--- config.mk ---
export PLATFORM = sky130hd
export DESIGN_NAME = mem_calib_supervisor
export DESIGN_NICKNAME = d
export VERILOG_FILES = /design/src/rtl/mem_calib_supervisor.sv
export SDC_FILE = /design/constraint.sdc
export NUM_CORES = 1
export LEC_CHECK = 0
export CAP_MARGIN = 30
export CORE_MARGIN = 2
export CORE_UTILIZATION = 50
export DETAILED_ROUTE_END_ITERATION = 8
export DONT_BUFFER_PORTS = 1
export HOLD_SLACK_MARGIN = 0.06
export REMOVE_ABC_BUFFERS = 1
export SYNTH_ARGS = -nofsm -noshare
export SYNTH_HDL_FRONTEND = slang
export SYNTH_SLANG_ARGS = --single-unit
--- constraint.sdc ---
create_clock -name clock -period 4.4 [get_ports clock]
set_clock_uncertainty 0.2 [all_clocks]
set_input_delay 0.88 -clock clock [delete_from_list [all_inputs] [get_ports clock]]
set_output_delay 0.88 -clock clock [all_outputs]
set_load 0.02 [all_outputs]
--- src/rtl/mem_calib_supervisor.sv ---
// DDR bring-up supervisor: pulses the memory reset, waits for a stable mem_ok,
// retries on calibration timeout or loss of mem_ok, and latches a failure once retries run out.
module mem_calib_supervisor #(
  parameter int RESET_PULSE   = 64,
  parameter int CALIB_TIMEOUT = 16777216,
  parameter int HOLDOFF       = 1024,
  parameter int MAX_RETRIES   = 3
) (
  input  logic       clock,
  input  logic       aresetn,
  input  logic       enable,
  input  logic       mem_ok,
  input  logic       clear_fail,
  output logic       mem_sys_reset,
  output logic       mem_ready,
  output logic       mem_fail,
  output logic [3:0] retry_count,
  output logic [2:0] state
);

  localparam int PULSE_W = (RESET_PULSE > 1) ? $clog2(RESET_PULSE) : 1;
  localparam int TMO_W   = (CALIB_TIMEOUT > 1) ? $clog2(CALIB_TIMEOUT) : 1;
  localparam int HOLD_W  = (HOLDOFF > 1) ? $clog2(HOLDOFF) : 1;

  localparam logic [PULSE_W-1:0] PULSE_LAST = PULSE_W'(RESET_PULSE - 1);
  localparam logic [TMO_W-1:0]   TMO_LAST   = TMO_W'(CALIB_TIMEOUT - 1);
  localparam logic [HOLD_W-1:0]  HOLD_LAST  = HOLD_W'(HOLDOFF - 1);
  localparam logic [3:0]         RETRY_MAX  = 4'(MAX_RETRIES);

  typedef enum logic [2:0] {
    S_IDLE       = 3'd0,
    S_RESET      = 3'd1,
    S_WAIT_CALIB = 3'd2,
    S_STABLE     = 3'd3,
    S_READY      = 3'd4,
    S_FAIL       = 3'd5
  } state_t;

  state_t state_reg, state_next;

  (* ASYNC_REG = "TRUE" *) logic [1:0] sync_reg;
  logic mem_ok_s;

  logic [PULSE_W-1:0] pulse_reg, pulse_next;
  logic [TMO_W-1:0]   tmo_reg, tmo_next;
  logic [HOLD_W-1:0]  hold_reg, hold_next;
  logic [3:0]         retry_reg, retry_next;

  logic mem_sys_reset_reg, mem_sys_reset_next;
  logic mem_ready_reg, mem_ready_next;
  logic mem_fail_reg, mem_fail_next;

  logic tmo_last, hold_last, fault;

  // mem_ok comes from another domain; only the second stage is ever looked at
  always_ff @(posedge clock or negedge aresetn) begin
    if (!aresetn) begin
      sync_reg <= '0;
    end else begin
      sync_reg <= {sync_reg[0], mem_ok};
    end
  end

  assign mem_ok_s  = sync_reg[1];
  assign tmo_last  = (tmo_reg == TMO_LAST);
  assign hold_last = (hold_reg == HOLD_LAST);

  always_comb begin
    state_next = state_reg;
    retry_next = retry_reg;
    fault      = 1'b0;

    case (state_reg)
      S_IDLE: begin
        if (enable) begin
          retry_next = '0;
          state_next = S_RESET;
        end
      end
      S_RESET: begin
        if (pulse_reg == PULSE_LAST) state_next = S_WAIT_CALIB;
      end
      S_WAIT_CALIB: begin
        if (tmo_last)      fault      = 1'b1;
        else if (mem_ok_s) state_next = S_STABLE;
      end
      S_STABLE: begin
        // reaching READY on the last timeout cycle still counts as success
        if (mem_ok_s && hold_last) state_next = S_READY;
        else if (tmo_last)         fault      = 1'b1;
        else if (!mem_ok_s)        state_next = S_WAIT_CALIB;
      end
      S_READY: begin
        if (!mem_ok_s) fault = 1'b1;
      end
      S_FAIL: begin
        if (clear_fail) state_next = S_IDLE;
      end
      default: state_next = S_IDLE;
    endcase

    if (fault) begin
      if (retry_reg < RETRY_MAX) begin
        retry_next = retry_reg + 4'd1;
        state_next = S_RESET;
      end else begin
        state_next = S_FAIL;
      end
    end

    // dropping enable aborts everything except a latched failure
    if (!enable && state_reg != S_FAIL) begin
      state_next = S_IDLE;
      retry_next = retry_reg;
    end
  end

  always_comb begin
    pulse_next = '0;
    hold_next  = '0;
    tmo_next   = tmo_reg;

    if (state_reg == S_RESET && state_next == S_RESET) pulse_next = pulse_reg + 1'b1;
    if (state_reg == S_STABLE && state_next == S_STABLE) hold_next = hold_reg + 1'b1;

    if (state_next == S_RESET) begin
      tmo_next = '0;
    end else if (state_reg == S_WAIT_CALIB || state_reg == S_STABLE) begin
      tmo_next = tmo_reg + 1'b1;
    end
  end

  // outputs decode the state being entered so they line up with state_reg
  always_comb begin
    mem_sys_reset_next = (state_next == S_IDLE) || (state_next == S_RESET) ||
                         (state_next == S_FAIL);
    mem_ready_next     = (state_next == S_READY);
    mem_fail_next      = (state_next == S_FAIL);
  end

  always_ff @(posedge clock or negedge aresetn) begin
    if (!aresetn) begin
      state_reg         <= S_IDLE;
      pulse_reg         <= '0;
      tmo_reg           <= '0;
      hold_reg          <= '0;
      retry_reg         <= '0;
      mem_sys_reset_reg <= 1'b1;
      mem_ready_reg     <= 1'b0;
      mem_fail_reg      <= 1'b0;
    end else begin
      state_reg         <= state_next;
      pulse_reg         <= pulse_next;
      tmo_reg           <= tmo_next;
      hold_reg          <= hold_next;
      retry_reg         <= retry_next;
      mem_sys_reset_reg <= mem_sys_reset_next;
      mem_ready_reg     <= mem_ready_next;
      mem_fail_reg      <= mem_fail_next;
    end
  end

  assign mem_sys_reset = mem_sys_reset_reg;
  assign mem_ready     = mem_ready_reg;
  assign mem_fail      = mem_fail_reg;
  assign retry_count   = retry_reg;
  assign state         = state_reg;

endmodule

==> impl_metrics.tcl <==
set metrics [dict create \
    min_path_type "reg -> reg" \
    die_area_mm2 0.00562 \
    grt_pass1_wl_um 7650 \
    slowest_delay_ps 830 \
    critical_path_class "reg -> reg" \
    cts_resized 0 \
    ys_top_cells_by_area "dfrtp_1 (51%), nor2_1 (8.2%), xor2_1 (7.7%)" \
    grt_usage_pct 18.2 \
    fp.dieW_um 74.9 \
    cp.depth 6 \
    crit_path_end_kind "register" \
    regToRegStartpoint "tmo_reg[3]" \
    n_antenna_cell 0 \
    seq_area_frac_synth_pct 51.8 \
    synth.cell_area_mm2 0.00252 \
    synth_xor_area_share_pct 12.2 \
    netlist_instances 253 \
    worstReg2RegEnd "tmo_reg[12]" \
    tightestPinTransition_ps 964 \
    vdd_ir_drop_max_mv 0.184 \
    cap_violations 0 \
    max_freq_mhz 316 \
    rsz0062_at_grt "false" \
    cts_made_buffers 5 \
    grt_max_degree 52 \
    synth_top_area_share_pct 50.7 \
    setup_viol 0 \
    crit_slowest_cell "a211oi_4" \
    largest_reg_flops 24 \
    cp_top_family "simple AND/OR/NAND/NOR gates" \
    synth-simple-area-share_pct 26.5 \
    outcome "complete, no violations" \
    worst-path-buf-inv 0 \
    ant_nets 0 \
    dpl_cell_area_mm2 0.00257 \
    port_buffers 0 \
    leakagePower_nw 1.16 \
    worstPathArrival_ps 3110 \
    fin_tns_setup_ps 0 \
    first_pass_iters 4 \
    final_area_mm2 0.00272 \
    grt_antenna_before_repair 0 \
    viasPerCell 5.27 \
    min_period_ps 3160 \
    syn_avg_cell_area_um2 9.95 \
    power_density_mw_per_mm2 317 \
    synthMuxAreaShare_pct 1.59 \
    clk_pin_slew_worst_paths_ps 90 \
    worstSetupStartpointType "register" \
    ys_warn_count 0 \
    clock_sinks 52 \
    clockBufferDepth 2 \
    coreArea_mm2 0.00479 \
    synthAdderAreaFrac_pct 1.99 \
    drt_drc_violations_left 0 \
    synth_cell_types 37 \
    finalMaxSlewViolations 0 \
    worstRegToRegCells 6 \
    clkLatencyLatePin_ps 300 \
    synth_top_family_by_area "simple AND/OR/NAND/NOR gates" \
    ys_ff_latch 52 \
    grt_pass1_vias 1636 \
    gr-total-overflow 0 \
    ios 15 \
    cts_tree "done" \
    fp.dieH_um 74.9 \
    drt_wl_total_um 4580 \
    area_delta_synth_final_pct 8.11 \
    crit_path_start "tmo_reg[3]" \
    first_iter_violations 99 \
    synth-compound-area-share_pct 4.08 \
    nNetsFinal 265 \
    yosysTopAreaCell "dfrtp_1" \
    htreeDepth 2 \
    vias 1706 \
    post_drt_wl_per_cell_um 14.1 \
    path_cells "nand4_1 -> or4_4 -> or3_1 -> a31o_2 -> a211oi_4 -> nor2_1" \
    hold_viol 0 \
    max-slew-margin-rel_pct 35.5 \
    crit_end "tmo_reg[12]" \
    rrSetupSlack_ps 1240 \
    core.rowCount 25 \
    cp.required_ps 4340 \
    critical_path.max_fanout 24 \
    fin_crit_sh_pct 71.9 \
    drive_above_1_share_pct 6.23 \
    initial_core_util_pct 52.6 \
    clockRootBuffer "clkbuf_8" \
    gp_congestion 0.792 \
    dp_hpwl_um 3090 \
]
-- area by class of cell --
type / instances / area [µm²]
multi-input combinational: 192 / 1160
clock buffer: 7 / 96.3
timing repair buffer: 1 / 27.5
clock inverter: 1 / 30.0
tap: 67 / 83.8
fill: 409 / 2070
inverter: 4 / 15.0
sequential: 52 / 1300
-- cells in the mapped netlist --
cell type and number:
o31ai_1 2, nor3b_1 1, and2_1 3, a211oi_4 1, nand3_1 21, xor2_1 22, a31o_2 1, nor2_1 55
and2_2 1, nand4_1 14, nand2_1 15, nand3b_1 1, or2_2 1, nor3_1 8, o31a_1 1, inv_1 4
o21ai_0 1, and4_1 3, and3_2 1, dfstp_2 1, or3_1 1, mux2i_1 4, a211oi_1 2, buf_6 2
a31oi_1 1, and3b_1 1, buf_1 1, ha_1 4, or4_4 1, dfrtp_1 51, nand2b_1 1, clkbuf_1 2
and3_1 5, xnor2_1 13, o41ai_1 1, nor2b_1 4, a22oi_1 2
-- cell usage in the layout (no fill, tap or decap), types with 2 or more instances in the layout --
| cell | count |
|---|---|
| xor2_1 | 22 |
| dfrtp_1 | 51 |
| a22oi_1 | 2 |
| o31ai_1 | 2 |
| and3_1 | 5 |
| nor2_1 | 55 |
| a211oi_1 | 2 |
| mux2i_1 | 4 |
| nand2_1 | 15 |
| and2_1 | 3 |
| nor3_1 | 8 |
| nor2b_1 | 4 |
| nand4_1 | 14 |
| inv_1 | 4 |
| clkbuf_8 | 7 |
| nand3_1 | 21 |
| ha_1 | 4 |
| and4_1 | 3 |
| xnor2_1 | 13 |
-- logic make-up after synthesis --
kind of cell,count (synthesis)
XOR/XNOR,35
AND/OR/NAND/NOR,137
buffers and inverters,9
adder cells (fa/ha/maj),4
multiplexers,4
flip-flops,52
AO/OA/AOI/OAI,12
-- stage by stage --
stage	hold slack [ps]	util, %	total power [mW]	worst slack (ps)	instances
after floorplan	131	-	0.505	1630	248
after global placement	135	53.6	0.510	1260	315
after detailed placement	141	53.6	0.510	1240	315
after CTS	162	56.8	0.877	1220	324
after global routing	164	56.8	0.901	1010	324
final	156	56.8	0.863	1240	324
-- worst min-delay path by stage --
stage / from / endpoint / slack (ps) / depth (start not counted)
2_1_floorplan: sync_reg[0] / sync_reg[1] / 130 / 0
3_3_place_gp: sync_reg[0] / sync_reg[1] / 140 / 0
3_5_place_dp: sync_reg[0] / sync_reg[1] / 140 / 0
4_1_cts: sync_reg[0] / sync_reg[1] / 160 / 0
5_1_grt: sync_reg[0] / sync_reg[1] / 160 / 0
6_report: sync_reg[0] / sync_reg[1] / 160 / 0
-- layer usage --
metal,vias to the layer above,part of all wire (%),track usage (%)
li1,869,-,-
met1,819,50,24.7
met2,14,47,29.1
met3,4,2.4,4.28
met4,0,0.96,5.36
met5,-,0,0
-- where the power goes --
| group | total (mW) | internal, mW | switching (mW) |
|---|---|---|---|
| clock network | 0.351 | 0.201 | 0.150 |
| logic | 0.0274 | 0.00834 | 0.0191 |
| registers | 0.484 | 0.479 | 0.00493 |
| total | 0.863 | 0.689 | 0.174 |
-- timing repair --
item,in CTS,in global routing
setup buffers,0,0
hold endpoints to repair,51,0
hold buffers,1,0
No activity file was read; power rests on OpenSTA's default activity.
